===== config.mk =====
export PLATFORM = sky130hd
export DESIGN_NAME = instr_fetch_queue
export DESIGN_NICKNAME = d
export VERILOG_FILES = /design/src/rtl/fetch_pkg.sv /design/src/rtl/fetch_fifo.sv /design/src/rtl/instr_fetch_queue.sv
export SDC_FILE = /design/constraint.sdc
export NUM_CORES = 1
export LEC_CHECK = 0
export CORE_MARGIN = 2
export CORE_UTILIZATION = 50
export CTS_CLUSTER_SIZE = 40
export DETAILED_ROUTE_END_ITERATION = 8
export HOLD_SLACK_MARGIN = 0.06
export PLACE_DENSITY = 0.76
export SLEW_MARGIN = 20
export SYNTH_ARGS = -nofsm -noshare
export SYNTH_HDL_FRONTEND = slang
export SYNTH_SLANG_ARGS = --single-unit

===== constraint.sdc =====
create_clock -name clk -period 4 [get_ports clk]
set_input_delay 0.8 -clock clk [delete_from_list [all_inputs] [get_ports clk]]
set_output_delay 0.8 -clock clk [all_outputs]
set_load 0.02 [all_outputs]

===== src/rtl/fetch_pkg.sv =====
// Shared definitions for the instruction fetch queue:
// step/reset defaults, FSM encoding and counter sizing.
package fetch_pkg;

    localparam int          DEF_PC_STEP  = 4;
    localparam logic [31:0] DEF_RESET_PC = 32'h0;

    typedef enum logic {
        IDLE  = 1'b0,
        FETCH = 1'b1
    } fetch_state_e;

    // Counters must represent 0..depth inclusive.
    function automatic int cnt_w(input int depth);
        return $clog2(depth) + 1;
    endfunction

endpackage


===== src/rtl/fetch_fifo.sv =====
// Synchronous FIFO holding {pc, instr} pairs.
// Flush empties it in one cycle; no read bypass.
module fetch_fifo
    import fetch_pkg::*;
#(
    parameter int DEPTH = 4,
    parameter int W     = 64
) (
    input  logic                      clk,
    input  logic                      reset,
    input  logic                      flush,
    input  logic                      push,
    input  logic [W-1:0]              push_data,
    input  logic                      pop,
    output logic [W-1:0]              head,
    output logic [cnt_w(DEPTH)-1:0]   count
);

    localparam int AW = $clog2(DEPTH);
    localparam int CW = cnt_w(DEPTH);

    logic [W-1:0]  mem [DEPTH];
    logic [AW-1:0] wr_ptr;
    logic [AW-1:0] rd_ptr;

    always_ff @(posedge clk) begin
        if (reset || flush) begin
            wr_ptr <= '0;
            rd_ptr <= '0;
            count  <= '0;
        end else begin
            if (push) wr_ptr <= wr_ptr + 1'b1;
            if (pop)  rd_ptr <= rd_ptr + 1'b1;
            count <= count + CW'(push) - CW'(pop);
        end
    end

    always_ff @(posedge clk) begin
        if (push && !flush) mem[wr_ptr] <= push_data;
    end

    assign head = mem[rd_ptr];

endmodule


===== src/rtl/instr_fetch_queue.sv =====
// Fetch PC owner: issues in-order imem reads, buffers
// returned words with their PCs, supports redirect/flush.
module instr_fetch_queue
    import fetch_pkg::*;
#(
    parameter int                ADDR_W   = 32,
    parameter int                DATA_W   = 32,
    parameter int                DEPTH    = 4,
    parameter logic [ADDR_W-1:0] RESET_PC = ADDR_W'(DEF_RESET_PC),
    parameter int                PC_STEP  = DEF_PC_STEP
) (
    input  logic              clk,
    input  logic              reset,
    input  logic              fetch_en,
    input  logic              redirect_valid,
    input  logic [ADDR_W-1:0] redirect_pc,
    output logic              imem_req_valid,
    output logic [ADDR_W-1:0] imem_req_addr,
    input  logic              imem_req_ready,
    input  logic              imem_rsp_valid,
    input  logic [DATA_W-1:0] imem_rsp_data,
    output logic              out_valid,
    output logic [DATA_W-1:0] out_instr,
    output logic [ADDR_W-1:0] out_pc,
    input  logic              out_ready
);

    localparam int                CW     = cnt_w(DEPTH);
    localparam int                QW     = ADDR_W + DATA_W;
    localparam logic [ADDR_W-1:0] STEP   = ADDR_W'(PC_STEP);
    localparam logic [CW+1:0]     CREDIT = (CW+2)'(DEPTH);

    fetch_state_e      state;
    logic [ADDR_W-1:0] fetch_pc;
    logic [ADDR_W-1:0] rsp_pc;
    logic [ADDR_W-1:0] new_pc;
    logic [CW-1:0]     count;
    logic [CW-1:0]     outstanding;
    logic [CW-1:0]     discard;
    logic [CW+1:0]     in_use;
    logic [QW-1:0]     head;
    logic              req_fire;
    logic              rsp_push;
    logic              rsp_drop;
    logic              out_fire;

    // Stale responses still occupy memory slots, so they
    // count against credit; this also bounds discard.
    assign in_use = (CW+2)'(count) + (CW+2)'(outstanding)
                  + (CW+2)'(discard);

    assign imem_req_valid = !reset && (state == FETCH)
                         && !redirect_valid && (in_use < CREDIT);
    assign imem_req_addr  = fetch_pc;
    assign req_fire       = imem_req_valid & imem_req_ready;

    assign rsp_drop = imem_rsp_valid & (discard != '0);
    assign rsp_push = imem_rsp_valid & (discard == '0)
                    & !redirect_valid;

    assign out_valid = !reset && (count != '0);
    assign out_fire  = out_valid & out_ready;
    assign {out_pc, out_instr} = head;

    assign new_pc = {redirect_pc[ADDR_W-1:2], 2'b00};

    always_ff @(posedge clk) begin
        if (reset) begin
            state       <= IDLE;
            fetch_pc    <= RESET_PC;
            rsp_pc      <= RESET_PC;
            outstanding <= '0;
            discard     <= '0;
        end else begin
            // A presented request stays up until accepted.
            if (imem_req_valid && !imem_req_ready)
                state <= FETCH;
            else
                state <= fetch_en ? FETCH : IDLE;

            if (redirect_valid) begin
                fetch_pc    <= new_pc;
                rsp_pc      <= new_pc;
                outstanding <= '0;
                discard     <= discard + outstanding
                             - CW'(imem_rsp_valid);
            end else begin
                if (req_fire) fetch_pc <= fetch_pc + STEP;
                if (rsp_push) rsp_pc   <= rsp_pc + STEP;
                if (rsp_drop) discard  <= discard - 1'b1;
                outstanding <= outstanding + CW'(req_fire)
                             - CW'(rsp_push);
            end
        end
    end

    fetch_fifo #(
        .DEPTH (DEPTH),
        .W     (QW)
    ) u_fifo (
        .clk       (clk),
        .reset     (reset),
        .flush     (redirect_valid),
        .push      (rsp_push),
        .push_data ({rsp_pc, imem_rsp_data}),
        .pop       (out_fire),
        .head      (head),
        .count     (count)
    );

endmodule


==> flow_summary.yaml, run 1 <==
min_path:
  number_of_instances_on_the_worst_hold_path: 2
  hold_path.startpoint: "u_fifo.wr_ptr[1]$_SDFFE_PP0P_"
  timing.hold.worst.class: "flip-flop to flip-flop"
setup_path:
  critical_path.reg2reg.startpoint: "u_fifo.count[1]$_SDFF_PP0_"
  worst_ep_required_time_ns: 3.20
  crit_path_start: "u_fifo.count[1]$_SDFF_PP0_"
  worstSetupPathType: "flip-flop to output pin"
  worst_setup_path_start_kind: "flip-flop"
  worstPathArrival_ns: 3.06
  r2r_end: "outstanding[2]$_SDFF_PP0_"
  crit_path_end_kind: "output pin"
  r2r_cells: 15
  critical_path.n_buffers_inverters: 3
  number_of_stages_on_the_worst_setup_path: 9
  r2r_slack_ns: 0.26
  setup_crit_end: "imem_req_valid"
  cpLargestDelayFamily: "adder cells"
  timing.critical_path.fanout_max: 3
  critical-path-slowest-cell: "sky130_fd_sc_hd__fa_1"
  cp_slowest_stage_delay_ns: 0.60
  worstPathCellList: "inv_1 > fa_1 > nor2_2 > fa_1 > nor4b_4 > o41a_1 > o21ai_1 > inv_1 > buf_2"
sta:
  maxClockFrequency_mhz: 259
  tightest_slew_ns: 0.789
  timing.final.crit_period_ns: 3.86
  report.final.hold_viol_count: 0
  setup_viol: 0
  timing.max_slew.rel_slack: 0.470
  fin_worst_hold_slack_ns: 0.500
  crit_share_post_route: 0.965
  finalClockSkew_ns: 0.00926
  drv_slew: 0
  final.setup.tns_ns: 0
clock_tree:
  insertion_delay_ns: 0.56
  cts_hold_buffers: 0
  ctsHtreeMaxLevel: 1
  clock_tree.buffer_depth: 3
  cts_inserted_buffers: 31
  cts.clk_slew.worst_paths_ns: 0.07
  clock_sinks: 324
  cts_tree: "done"
  cts.root.buffer_cell: "sky130_fd_sc_hd__clkbuf_16"
logic_synthesis:
  synth_largest_type_area_fraction: 0.555
  synth.area.top_cells: "sky130_fd_sc_hd__edfxtp_1 (55%), sky130_fd_sc_hd__dfxtp_1 (11%), sky130_fd_sc_hd__mux4_2 (10%), sky130_fd_sc_hd__xnor2_1 (2.1%), sky130_fd_sc_hd__ha_1 (1.7%)"
  synth_xor_area_frac: 0.0235
  synth.area.mux_share: 0.105
  synth_enable_flop_cells: 248
  synth_top_family_by_area: "multiplexers"
  ys_warn_count: 0
  synth.avg_cell_area_um2: 15.1
  synth_simple_gate_area_share: 0.0846
  netlist-cell-type-count: 55
  ys_seq_elements: 324
  async_flop_share: 0
  synth_top_cell_by_area: "sky130_fd_sc_hd__edfxtp_1"
  synth_adder_area_share: 0.0257
  synth_top_flop_cell: "sky130_fd_sc_hd__edfxtp_1"
  synth_compound_area_frac: 0.0633
  postSynthCellCount: 888
  mappedNetlistArea_mm2: 0.0134
  ys_seq_area_frac: 0.668
route:
  drt_pass1_iterations: 5
  drt_wl_total_mm: 27.8
  avgRoutedWirePerCell_um: 19.6
  antenna_violating_nets_post_route: 0
  detailroute.via_count: 8091
  via_per_inst: 5.69
  drt_iter0_markers: 694
  drcViolationCount: 0
grt:
  grt_max_degree: 63
  number_of_global_route_vias_before_repair: 8025
  antenna_found_initial: 0
  gr-usage-all-layers: 0.197
  globalRouteOverflowTotal: 0
  grt_pass1_wl_mm: 44.1
final_layout:
  mostFrequentLayoutCell: "sky130_fd_sc_hd__edfxtp_1"
  drive_gt1_frac: 0.139
  utilization: 0.633
  finalNetCount: 1156
  filler_free_cell_count_of_the_finished_design: 1421
  synthToLayoutAreaGrowth_pct: 23.5
  layout.cells.most_common_list: "sky130_fd_sc_hd__edfxtp_1 (248), sky130_fd_sc_hd__clkdlybuf4s50_1 (159), sky130_fd_sc_hd__dfxtp_1 (72)"
  insertedDiodeCount: 0
  fillerInstances: 1901
placed_design:
  numPortBuffers: 162
  globalplace.congestion: 0.876
  placed_instances: 1360
  dp_hpwl_mm: 17.9
pwr:
  peakVddDrop_v: 0.000299
  p_total_mw: 7.52
  power.density_mw_per_mm2: 453
  static-leakage-power_nw: 5.38
floorplanning:
  boundary_pin_count: 169
  floorplan.die.height_um: 168
  die_width_um: 168
  floorplan.core_area_mm2: 0.0262
  floorplan.die_area_mm2: 0.0282
  num_rows: 59
  start_util: 0.512
run_status:
  outcome: "finished clean"
flow_run:
  maxCapViolations: 0
==> per-stage QoR <==
| step | worst slack (ns) | cell area [µm²] |
|---|---|---|
| after detailed placement | -0.0370 | 15500 |
| after CTS | 0.0305 | 16600 |
| final | 0.138 | 16600 |
| after floorplan | 0.0880 | 13400 |
| after global placement | 0.121 | 15500 |
| after global routing | -0.00213 | 16600 |
==> sequential cells by signal, summed over array words and instances (netlist names), named ones only <==
register	cells
u_fifo.rd_ptr	2
state	1
rsp_pc	30
imem_req_addr	30
u_fifo.count	3
u_fifo.wr_ptr	2
outstanding	3
discard	3
u_fifo.mem	248
==> what timing repair did <==
action | in CTS | in global routing
setup buffers | 2 | 1
gates resized for setup | 5 | 5
hold endpoints to repair | 0 | 0
pin swaps | 1 | 2
cloned | 0 | 0
setup endpoints to repair | 2 | 1
==> cells in the mapped netlist (all sizes together) (6+ instances only) <==
library cell	number
xnor2	32
a21oi	31
or3	12
fa	6
a211oi	10
a31oi	11
clkbuf	28
inv	53
edfxtp	248
nor3	24
o21ai	11
a21boi	15
dfxtp	76
a311oi	7
o21a	6
and3	13
nor4	16
ha	18
nand2	43
nand3	26
o31a	18
nand4	12
nor2	38
or4	6
mux4	62
buf	18
==> worst reg2reg max path, delay by kind of cell (launching register included) <==
kind                     cells  cell delay, ns
XOR/XNOR                     2            0.33
adder cells (fa/ha/maj)      5            1.95
AO/OA/AOI/OAI                1            0.15
AND/OR/NAND/NOR              4            0.60
buffers and inverters        3            0.25
flip-flops                   1            0.35
==> layout make-up <==
cell class,instances,area (µm²),area share
Tap cell,335,419,0.0253
Clock inverter,20,163,0.00981
Timing Repair Buffer,183,1880,0.113
Multi-Input combinational cell,467,4110,0.248
Sequential cell,324,8980,0.541
Inverter,54,203,0.0122
Clock buffer,38,842,0.0508
==> layer usage <==
| layer | vias to the layer above | share of wire | track usage |
|---|---|---|---|
| met5 | - | 0 | 0 |
| met3 | 36 | 0.075 | 0.0315 |
| li1 | 3776 | - | - |
| met2 | 307 | 0.47 | 0.321 |
| met4 | 0 | 0.014 | 0.0401 |
| met1 | 3972 | 0.44 | 0.286 |
==> power breakdown <==
group	switching (mW)	total [mW]	internal [mW]
Combinational	0.424	0.808	0.384
Clock	1.22	2.85	1.63
Sequential	0.101	3.86	3.76
==> how the worst min path moves through the flow <==
stage,endpoint,slack (ns)
2_1_floorplan,u_fifo.mem[0][36]$_DFFE_PP_,0.46
3_3_place_gp,u_fifo.wr_ptr[0]$_SDFFE_PP0P_,0.48
3_5_place_dp,u_fifo.wr_ptr[0]$_SDFFE_PP0P_,0.49
4_1_cts,u_fifo.wr_ptr[0]$_SDFFE_PP0P_,0.50
5_1_grt,u_fifo.wr_ptr[0]$_SDFFE_PP0P_,0.54
6_report,u_fifo.wr_ptr[1]$_SDFFE_PP0P_,0.50
==> logic make-up after synthesis <==
family | count (synthesis)
xor gates and xnor gates | 36
AOI/OAI and AO/OA | 123
buffers and inverters | 100
adders and majority gates | 24
DFF | 324
other | 1
muxes | 64
and+or+nand+nor | 216
No activity file was read; power rests on OpenSTA's default activity.
==> run 2: changes to the inputs <==
MAX_ROUTING_LAYER = met4   (was not set)
PLACE_DENSITY = not set   (was 0.76)
PLACE_DENSITY_LB_ADDON = 0.15   (was not set)
==> flow_summary.yaml, run 2 (synthesized netlist as in run 1, its figures left out) <==
run_status:
  outcome: "finished clean"
pwr:
  p_total_mw: 7.77
  static-leakage-power_nw: 5.45
  power.density_mw_per_mm2: 464
  peakVddDrop_v: 0.000235
final_layout:
  filler_free_cell_count_of_the_finished_design: 1428
  utilization: 0.638
  drive_gt1_frac: 0.139
  largest_reg_flops: 248
  fillerInstances: 1896
  final_design_area_no_fill_mm2: 0.0167
  finalNetCount: 1164
  multi_input_area_mm2: 0.00411
  top_register: "u_fifo.mem"
  layout.cells.most_common_list: "sky130_fd_sc_hd__edfxtp_1 (248), sky130_fd_sc_hd__clkdlybuf4s50_1 (159), sky130_fd_sc_hd__dfxtp_1 (72)"
  synthToLayoutAreaGrowth_pct: 24.6
  mostFrequentLayoutCell: "sky130_fd_sc_hd__edfxtp_1"
  final-seq-area_mm2: 0.00898
clock_tree:
  ctsHtreeMaxLevel: 2
  clock_sinks: 324
  cts_tree: "done"
  cts_inserted_buffers: 34
  cts.root.buffer_cell: "sky130_fd_sc_hd__clkbuf_16"
  insertion_delay_ns: 0.51
  cts_hold_buffers: 0
  cts.clk_slew.worst_paths_ns: 0.06
  clock_tree.buffer_depth: 3
min_path:
  number_of_instances_on_the_worst_hold_path: 2
  worst_hold_path.endpoint: "u_fifo.wr_ptr[0]$_SDFFE_PP0P_"
  timing.hold.worst.class: "flip-flop to flip-flop"
  hold_path.startpoint: "u_fifo.wr_ptr[0]$_SDFFE_PP0P_"
setup_path:
  worstSetupPathType: "flip-flop to output pin"
  r2r_cells: 15
  worst_setup_path_start_kind: "flip-flop"
  worst_ep_required_time_ns: 3.20
  r2r_slack_ns: 0.36
  r2r_end: "outstanding[2]$_SDFF_PP0_"
  worstPathArrival_ns: 2.97
  cpLargestDelayFamily: "adder cells"
  crit_path_end_kind: "output pin"
  critical_path.n_buffers_inverters: 3
  critical_path.reg2reg.startpoint: "outstanding[1]$_SDFF_PP0_"
  timing.critical_path.fanout_max: 3
  critical-path-slowest-cell: "sky130_fd_sc_hd__fa_1"
  cp_slowest_stage_delay_ns: 0.57
  worstPathCellList: "inv_1 > fa_1 > nor2_1 > fa_1 > nor4b_4 > o41a_1 > o21ai_1 > inv_1 > buf_2"
sta:
  maxClockFrequency_mhz: 265
  drv_slew: 0
  timing.max_slew.rel_slack: 0.484
  report.final.hold_viol_count: 0
  timing.final.crit_period_ns: 3.77
  setup_viol: 0
  grt_setup_unrepaired: "no"
  tightest_slew_ns: 0.773
  crit_share_post_route: 0.943
  finalClockSkew_ns: 0.0144
  postLayoutSetupSlackWorst_ns: 0.226
placed_design:
  globalplace.congestion: 0.854
  placed_instances: 1365
  dp_hpwl_mm: 18.4
  placedInstanceArea_mm2: 0.0156
  dp_worst_setup_slack_ns: -0.0327
  numPortBuffers: 162
floorplanning:
  floorplan.core_area_mm2: 0.0262
  num_rows: 59
  die_width_um: 168
  floorplan.die_area_mm2: 0.0282
  floorplan.die.height_um: 168
  start_util: 0.512
  boundary_pin_count: 169
flow_run:
  maxCapViolations: 0
route:
  drcViolationCount: 0
  avgRoutedWirePerCell_um: 19.8
  drt_pass1_iterations: 5
  drt_iter0_markers: 577
  antenna_violating_nets_post_route: 0
  detailroute.via_count: 8146
  via_per_inst: 5.70
  drt_wl_total_mm: 28.2
grt:
  grt_max_degree: 63
  number_of_global_route_vias_before_repair: 8066
  antenna_found_initial: 1
  grt_pass1_wl_mm: 44.5
  gr-usage-all-layers: 0.209
  globalRouteOverflowTotal: 0
run 2: timing repair:
| action | CTS | global route |
|---|---|---|
| pin swaps | 0 | 2 |
| setup endpoints to repair | 1 | 1 |
| setup buffers | 1 | 2 |
| gates resized for setup | 5 | 4 |
run 2: worst reg2reg max path: stages, from the launching register on:
cell,delay (ns)
sky130_fd_sc_hd__dfxtp_1,0.35
sky130_fd_sc_hd__inv_1,0.11
sky130_fd_sc_hd__fa_1,0.57
sky130_fd_sc_hd__nor2_1,0.06
sky130_fd_sc_hd__fa_1,0.49
sky130_fd_sc_hd__nor4b_4,0.31
sky130_fd_sc_hd__o41ai_2,0.12
sky130_fd_sc_hd__nor2_1,0.16
sky130_fd_sc_hd__clkinv_1,0.11
sky130_fd_sc_hd__ha_1,0.28
sky130_fd_sc_hd__inv_1,0.04
sky130_fd_sc_hd__ha_1,0.18
sky130_fd_sc_hd__fa_1,0.37
sky130_fd_sc_hd__xnor2_1,0.19
sky130_fd_sc_hd__xnor2_1,0.14
sky130_fd_sc_hd__nor2_1,0.05
run 2: power breakdown:
group	internal (mW)	switching, mW	total (mW)
registers	3.76	0.101	3.86
logic	0.384	0.416	0.800
clock network	1.87	1.24	3.10
run 2: layout make-up:
type | count | share of cell area
clock inverters | 15 | 0.0112
inverters | 54 | 0.0121
clock buffers | 44 | 0.0543
multi-input cells | 467 | 0.245
diodes | 1 | 0.000150
repair buffers | 188 | 0.115
flip-flops and latches | 324 | 0.537
well taps | 335 | 0.0251
run 2: metal layers:
| layer | track usage | wire length, µm |
|---|---|---|
| met5 | - | 0 |
| met3 | 0.0353 | 1810 |
| met4 | 0.0594 | 563 |
| met1 | 0.289 | 12700 |
| met2 | 0.323 | 13200 |
run 2: worst max path at each step:
| stage | to | cells past startpoint | slack (ns) | startpoint |
|---|---|---|---|---|
| 3_5_place_dp | imem_req_valid | 9 | -0.03 | u_fifo.count[1]$_SDFF_PP0_ |
| 4_1_cts | imem_req_valid | 9 | 0.002 | u_fifo.count[1]$_SDFF_PP0_ |
| 6_report | imem_req_valid | 9 | 0.23 | outstanding[1]$_SDFF_PP0_ |
| 2_1_floorplan | outstanding[2]$_SDFF_PP0_ | 16 | 0.09 | u_fifo.count[1]$_SDFF_PP0_ |
| 3_3_place_gp | imem_req_valid | 9 | 0.10 | u_fifo.count[1]$_SDFF_PP0_ |
| 5_1_grt | imem_req_valid | 9 | 0.05 | outstanding[1]$_SDFF_PP0_ |
run 2: metrics by stage:
stage	TNS, ns	hold slack [ns]
floorplan	0	0.458
global placement	0	0.483
detailed placement	-0.0327	0.493
CTS	0	0.501
global route	0	0.526
finish	0	0.507
==> run 3: changes to the inputs <==
SLEW_MARGIN = not set   (was 20)
==> results of run 3 <==
Final layout, timing and power as in run 2 (identical DEF).
